===== config.mk =====
export PLATFORM = sky130hd
export DESIGN_NAME = sprite_line_engine
export DESIGN_NICKNAME = d
export VERILOG_FILES = /design/src/rtl/sprite_pkg.sv /design/src/rtl/line_buffer_2bank.sv /design/src/rtl/sprite_line_engine.sv
export SDC_FILE = /design/constraint.sdc
export NUM_CORES = 2
export LEC_CHECK = 0
export BUFFER_PORTS_ARGS = -buffer_cell sky130_fd_sc_hd__buf_2
export CAP_MARGIN = 20
export CELL_PAD_IN_SITES_DETAIL_PLACEMENT = 2
export CELL_PAD_IN_SITES_GLOBAL_PLACEMENT = 2
export CORE_UTILIZATION = 40
export DETAILED_ROUTE_END_ITERATION = 6
export HOLD_SLACK_MARGIN = 0.12
export PLACE_DENSITY = 0.74
export SKIP_LAST_GASP = 1
export SLEW_MARGIN = 20
export SYNTH_ARGS = -nofsm -noshare
export SYNTH_HDL_FRONTEND = slang
export SYNTH_SLANG_ARGS = --single-unit

===== constraint.sdc =====
create_clock -name clock -period 24.2 [get_ports clock]
set_clock_uncertainty 0.2 [all_clocks]
set_input_delay 3.63 -clock clock [delete_from_list [all_inputs] [get_ports clock]]
set_output_delay 3.63 -clock clock [all_outputs]
set_load 0.01 [all_outputs]

===== src/rtl/sprite_pkg.sv =====
// Shared definitions for the sprite scanline renderer: FSM states,
// sprite register field codes and the transparent pixel value.
package sprite_pkg;

    typedef enum logic [2:0] {
        IDLE,
        CLEAR,
        SCAN,
        DRAW,
        DONE
    } state_t;

    localparam logic [1:0] FLD_NUM = 2'd0;
    localparam logic [1:0] FLD_X   = 2'd1;
    localparam logic [1:0] FLD_Y   = 2'd2;
    localparam logic [1:0] FLD_EN  = 2'd3;

    localparam int unsigned TRANSPARENT = 0;

endpackage


===== src/rtl/line_buffer_2bank.sv =====
// Two-bank scanline RAM: one write port, one registered read port.
// The address MSB selects the bank, the low bits select the pixel.
module line_buffer_2bank #(
    parameter int PIXEL_BITS = 2,
    parameter int LINE_WIDTH = 320,
    parameter int X_BITS     = 9
) (
    input  logic                  clock,
    input  logic                  wr_en,
    input  logic [X_BITS:0]       wr_addr,
    input  logic [PIXEL_BITS-1:0] wr_data,
    input  logic [X_BITS:0]       rd_addr,
    output logic [PIXEL_BITS-1:0] rd_data
);

    logic [PIXEL_BITS-1:0] mem [0:1][0:LINE_WIDTH-1];

    always_ff @(posedge clock) begin
        if (wr_en) begin
            mem[wr_addr[X_BITS]][wr_addr[X_BITS-1:0]] <= wr_data;
        end
        rd_data <= mem[rd_addr[X_BITS]][rd_addr[X_BITS-1:0]];
    end

endmodule


===== src/rtl/sprite_line_engine.sv =====
// Multi-sprite scanline renderer: while the front bank is displayed, the
// back bank is cleared and every enabled sprite covering the next line drawn.
module sprite_line_engine
    import sprite_pkg::*;
#(
    parameter int NUM_SPRITES = 4,
    parameter int IDX_BITS    = 2,
    parameter int PIXEL_BITS  = 2,
    parameter int LINE_WIDTH  = 320,
    parameter int X_BITS      = 9,
    parameter int Y_BITS      = 10,
    parameter int SIZE_LOG2   = 3,
    parameter int NUM_BITS    = 6
) (
    input  logic                            clock,
    input  logic                            reset,
    input  logic                            line_start,
    input  logic [Y_BITS-1:0]               next_line_y,
    input  logic [X_BITS-1:0]               rd_x,
    output logic [PIXEL_BITS-1:0]           rd_pixel,
    input  logic                            reg_write,
    input  logic [IDX_BITS+1:0]             reg_addr,
    input  logic [Y_BITS-1:0]               reg_wr_data,
    output logic [NUM_BITS+2*SIZE_LOG2-1:0] rom_addr,
    input  logic [PIXEL_BITS-1:0]           rom_data,
    output logic                            busy,
    output logic                            overrun,
    input  logic                            overrun_clear,
    output logic [IDX_BITS:0]               hit_count
);

    logic [NUM_BITS-1:0]    spr_num [NUM_SPRITES];
    logic [X_BITS-1:0]      spr_x   [NUM_SPRITES];
    logic [Y_BITS-1:0]      spr_y   [NUM_SPRITES];
    logic [NUM_SPRITES-1:0] spr_en;

    logic [IDX_BITS-1:0] reg_idx;
    logic [1:0]          reg_field;

    state_t state;
    state_t state_next;

    logic                 bank_sel;
    logic                 bank_valid;
    logic                 render_done;
    logic [Y_BITS-1:0]    line_y;
    logic [X_BITS-1:0]    clear_x;
    logic [IDX_BITS-1:0]  idx;
    logic [SIZE_LOG2:0]   col;
    logic [SIZE_LOG2-1:0] row;
    logic [NUM_BITS-1:0]  cur_num;
    logic [X_BITS-1:0]    cur_x;
    logic [IDX_BITS:0]    hits;
    logic                 wr_pending;
    logic [X_BITS:0]      wr_x;
    logic                 rd_ok;

    logic [Y_BITS-1:0]     dy;
    logic                  scan_hit;
    logic                  ram_we;
    logic [X_BITS:0]       ram_waddr;
    logic [PIXEL_BITS-1:0] ram_wdata;
    logic [PIXEL_BITS-1:0] ram_q;

    assign reg_idx   = reg_addr[IDX_BITS+1:2];
    assign reg_field = reg_addr[1:0];

    always_ff @(posedge clock) begin
        if (!reset) begin
            spr_num <= '{default: '0};
            spr_x   <= '{default: '0};
            spr_y   <= '{default: '0};
            spr_en  <= '0;
        end else if (reg_write) begin
            case (reg_field)
                FLD_NUM: spr_num[reg_idx] <= reg_wr_data[NUM_BITS-1:0];
                FLD_X:   spr_x[reg_idx]   <= reg_wr_data[X_BITS-1:0];
                FLD_Y:   spr_y[reg_idx]   <= reg_wr_data;
                default: spr_en[reg_idx]  <= reg_wr_data[0];
            endcase
        end
    end

    // Row offset wraps modulo 2^Y_BITS so sprites near the top edge reach line 0.
    assign dy       = line_y - spr_y[idx];
    assign scan_hit = spr_en[idx] && ((dy >> SIZE_LOG2) == '0);

    assign busy = (state == CLEAR) || (state == SCAN) || (state == DRAW);

    always_ff @(posedge clock) begin
        if (!reset) begin
            state <= IDLE;
        end else begin
            state <= state_next;
        end
    end

    always_comb begin
        state_next = state;
        case (state)
            IDLE: state_next = IDLE;
            CLEAR: begin
                if (clear_x == X_BITS'(LINE_WIDTH - 1)) begin
                    state_next = SCAN;
                end
            end
            SCAN: begin
                if (scan_hit) begin
                    state_next = DRAW;
                end else if (idx == '0) begin
                    state_next = DONE;
                end
            end
            DRAW: begin
                if (col[SIZE_LOG2]) begin
                    state_next = (idx == '0) ? DONE : SCAN;
                end
            end
            DONE:    state_next = IDLE;
            default: state_next = IDLE;
        endcase
        if (line_start) begin
            state_next = CLEAR;
        end
    end

    always_ff @(posedge clock) begin
        if (!reset) begin
            bank_sel    <= 1'b0;
            bank_valid  <= 1'b0;
            render_done <= 1'b0;
            line_y      <= '0;
            clear_x     <= '0;
            idx         <= '0;
            col         <= '0;
            row         <= '0;
            cur_num     <= '0;
            cur_x       <= '0;
            hits        <= '0;
            hit_count   <= '0;
            wr_pending  <= 1'b0;
            wr_x        <= '0;
            overrun     <= 1'b0;
        end else begin
            wr_pending <= 1'b0;
            case (state)
                CLEAR: clear_x <= clear_x + 1'b1;
                SCAN: begin
                    if (scan_hit) begin
                        col     <= '0;
                        row     <= dy[SIZE_LOG2-1:0];
                        cur_num <= spr_num[idx];
                        cur_x   <= spr_x[idx];
                        hits    <= hits + 1'b1;
                    end else if (idx != '0) begin
                        idx <= idx - 1'b1;
                    end
                end
                DRAW: begin
                    if (!col[SIZE_LOG2]) begin
                        wr_pending <= 1'b1;
                        wr_x       <= {1'b0, cur_x} + (X_BITS + 1)'(col);
                        col        <= col + 1'b1;
                    end else if (idx != '0) begin
                        idx <= idx - 1'b1;
                    end
                end
                DONE: begin
                    hit_count   <= hits;
                    render_done <= 1'b1;
                end
                default: ;
            endcase

            // A new line always wins: any in-flight render and its pending ROM write are dropped.
            if (line_start) begin
                bank_sel    <= ~bank_sel;
                bank_valid  <= bank_valid | render_done | (state == DONE);
                render_done <= 1'b0;
                line_y      <= next_line_y;
                clear_x     <= '0;
                idx         <= IDX_BITS'(NUM_SPRITES - 1);
                hits        <= '0;
                wr_pending  <= 1'b0;
            end

            if (line_start && busy) begin
                overrun <= 1'b1;
            end else if (overrun_clear) begin
                overrun <= 1'b0;
            end
        end
    end

    always_comb begin
        rom_addr = '0;
        if (state == DRAW && !col[SIZE_LOG2]) begin
            rom_addr = {cur_num, row, col[SIZE_LOG2-1:0]};
        end
    end

    always_comb begin
        ram_we    = 1'b0;
        ram_waddr = {~bank_sel, clear_x};
        ram_wdata = PIXEL_BITS'(TRANSPARENT);
        if (state == CLEAR) begin
            ram_we = 1'b1;
        end else if (wr_pending && rom_data != PIXEL_BITS'(TRANSPARENT)
                     && wr_x < (X_BITS + 1)'(LINE_WIDTH)) begin
            ram_we    = 1'b1;
            ram_waddr = {~bank_sel, wr_x[X_BITS-1:0]};
            ram_wdata = rom_data;
        end
    end

    always_ff @(posedge clock) begin
        if (!reset) begin
            rd_ok <= 1'b0;
        end else begin
            rd_ok <= bank_valid && ({1'b0, rd_x} < (X_BITS + 1)'(LINE_WIDTH));
        end
    end

    assign rd_pixel = rd_ok ? ram_q : '0;

    line_buffer_2bank #(
        .PIXEL_BITS (PIXEL_BITS),
        .LINE_WIDTH (LINE_WIDTH),
        .X_BITS     (X_BITS)
    ) u_line_buffer (
        .clock   (clock),
        .wr_en   (ram_we),
        .wr_addr (ram_waddr),
        .wr_data (ram_wdata),
        .rd_addr ({bank_sel, rd_x}),
        .rd_data (ram_q)
    );

endmodule


==> reports/qor.yml <==
power_density_nw_per_um2: 79.9
ctsResizeCount: 0
hpwl_um: 115000
fin_setup_tns_ps: 0
vias: 34600
cp.required_ps: 24660
fmax_ghz: 0.129
globalplace.congestion: 0.771
syn_avg_cell_area_um2: 16.2
setup_viol: 0
post_cts_buffers: 0
ys_warn_count: 0
cp-end-kind: "flip-flop"
design.portCount: 59
clk_latency_ps: 780
rr_worst_depth: 11
cts_made_buffers: 159
power_uw: 5410
clkSlewWorstSetupHoldPaths_ps: 60
first_pass_iters: 7
async_reset_ff_share_pct: 0
grt_util_met3_pct: 5.77
synthTopCellsByArea: "edfxtp_1 (64%), mux4_2 (14%), dfxtp_1 (5.8%)"
synth_area_um2: 60200
grt_pass1_vias: 37700
dp_slack_ps: 15730
cap_violations: 0
root_buffer: "clkbuf_16"
final_util_pct: 45.3
finalNetCount: 3808
drc: 0
ir_drop_mv: 0.0480
period_minus_slack_ps: 7740
yosysMostFrequentCell: "edfxtp_1"
grt-ovfl-total: 0
synth-main-ff-cell: "edfxtp_1"
outcome: "completed"
viasPerCell: 5.87
portBuffers: 58
rsz0062_at_grt: "false"
drtAntennaViolNets: 0
final_cells: 5895
hold-path-cell-count: 2
die_w_um: 390
cts_tree: "yes"
grt_busiest_layer: "met2"
core_area_um2: 150000
synth.distinct_cells: 61
yosysTopAreaCellShare_pct: 63.8
cp-start-kind: "input pin"
slew_headroom_pct: 19.7
synthCells: 3717
wl_um: 194000
area_growth_pct: 12.5
synth_top_area_cell: "edfxtp_1"
max-clock-path-buffers: 3
dp.cells: 5604
arrival_ps: 8200
first_iter_violations: 3398
synth_edf_count: 1280
setup_slack_ps: 16460
hold_path.class: "reg2reg"
wl_per_cell_um: 33.0
ys_seq_elements: 1455
fill_cells: 14100
final_hold_viol_count: 0
p_leak_uw: 0.0213
fin_crit_sh_pct: 32.0
synth_common_cells: "edfxtp_1 (1280), nor2_1 (810), mux4_2 (383)"
grt_usage_pct: 25.6
start_util_pct: 40.3
drive_gt1_share_pct: 21.4
synth-seq-area-share_pct: 69.7
grt_util_met1_pct: 31.3
hold_buffers: 0
die_area_um2: 152000
path_max_fanout: 68
grt_max_degree: 226
fp.dieH_um: 390
worst_pin_slew_ps: 1210
synth_nets: 3776
crit_type: "in2reg"
htree_levels: 4
cts_sinks: 1455
antenna_found_initial: 8
drv_slew: 0
grt_first_pass_wirelength_um: 277000
rows: 142
grtUsageMet2_pct: 44.3
## state kept, by name (all words and copies together) (netlist names), named ones only
signal	cells
clear_x	9
cur_num	6
hit_count	3
row	3
line_y	10
bank_valid	1
spr_num	24
spr_y	40
bank_sel	1
hits	3
idx	2
wr_x	10
spr_x	36
overrun	1
state	3
rd_ok	1
u_line_buffer.mem	1280
col	4
spr_en	4
wr_pending	1
render_done	1
u_line_buffer.rd_data	2
cur_x	9
## stage by stage
stage               hold WS [ps]  area [um2]
floorplan                    221       60200
finish                       257       67800
detailed placement           249       62700
CTS                          258       67700
global placement             243       62700
global route                 281       67800
## kinds of logic after synthesis
group	synth area share, %
simple gates	7.77
mux	17.1
buf+inv	2.33
flops	69.7
xor+xnor	0.247
fa+ha+maj	0.420
compound gates	2.47
## critical path, stage by stage
cell and delay, ps:
buf_8 480, buf_4 770, buf_4 670, mux4_2 420, a22oi_1 330, a21oi_1 170
or4_1 700, o311ai_1 250, o22ai_1 170, or3_1 400
## per-layer routing
layer,part of all wire [%],wire length (um),vias to the layer above
met5,0.036,70,-
met4,3.6,6970,10
met3,7.4,14300,349
met2,51,98900,1371
met1,38,74100,18600
li1,-,-,14300
## cell usage in the layout, fill, tap and decap left out, types with 15 or more instances in the layout
| cell type | netlist | layout |
|---|---|---|
| clkbuf_1 | 201 | 44 |
| nand3b_1 | 17 | 17 |
| nor3_1 | 23 | 22 |
| or3_1 | 16 | 16 |
| a22oi_1 | 44 | 44 |
| o21ai_0 | 36 | 32 |
| mux2i_1 | 151 | 151 |
| clkbuf_16 | 0 | 162 |
| mux4_2 | 383 | 383 |
| and2_1 | 22 | 20 |
| clkinv_2 | 0 | 30 |
| nand3_1 | 31 | 31 |
| nand2b_1 | 16 | 16 |
| nor2b_1 | 20 | 18 |
| nor2_1 | 810 | 805 |
| edfxtp_1 | 1280 | 1280 |
| ha_1 | 17 | 17 |
| clkinv_1 | 0 | 21 |
| buf_2 | 35 | 55 |
| nand2_1 | 148 | 132 |
| mux2_2 | 15 | 15 |
| inv_1 | 26 | 25 |
| dfxtp_1 | 175 | 173 |
| a21oi_1 | 49 | 49 |
| buf_4 | 15 | 103 |
## final cells by class
type / instances / area [um2] / share of cell area (%)
inverter: 28 / 108 / 0.159
sequential: 1455 / 41900 / 61.9
clock buffer: 218 / 4380 / 6.46
timing repair buffer: 162 / 1120 / 1.66
tap: 2016 / 2520 / 3.72
antenna: 1 / 2.50 / 0.00369
clock inverter: 72 / 674 / 0.995
multi-input combinational: 1943 / 17000 / 25.1
## path summary, 6_finish.rpt
check	from	end	slack (ps)
hold / removal	cur_num[0]	cur_num[0]	260
setup / recovery	rd_x[0]	u_line_buffer.rd_data[0]	16460
setup reg to reg	flip-flop	u_line_buffer.rd_data[0]	18400
hold reg to reg	cur_num[0]	cur_num[0]	260
## where the power goes
part / leakage (uW) / internal, uW / switching, uW / total (uW)
clock network: 0.00249 / 1370 / 1040 / 2410
registers: 0.0131 / 2700 / 6.43 / 2700
logic: 0.00563 / 137 / 167 / 304
total: 0.0213 / 4200 / 1210 / 5410
(Power assumes the default switching activity.)
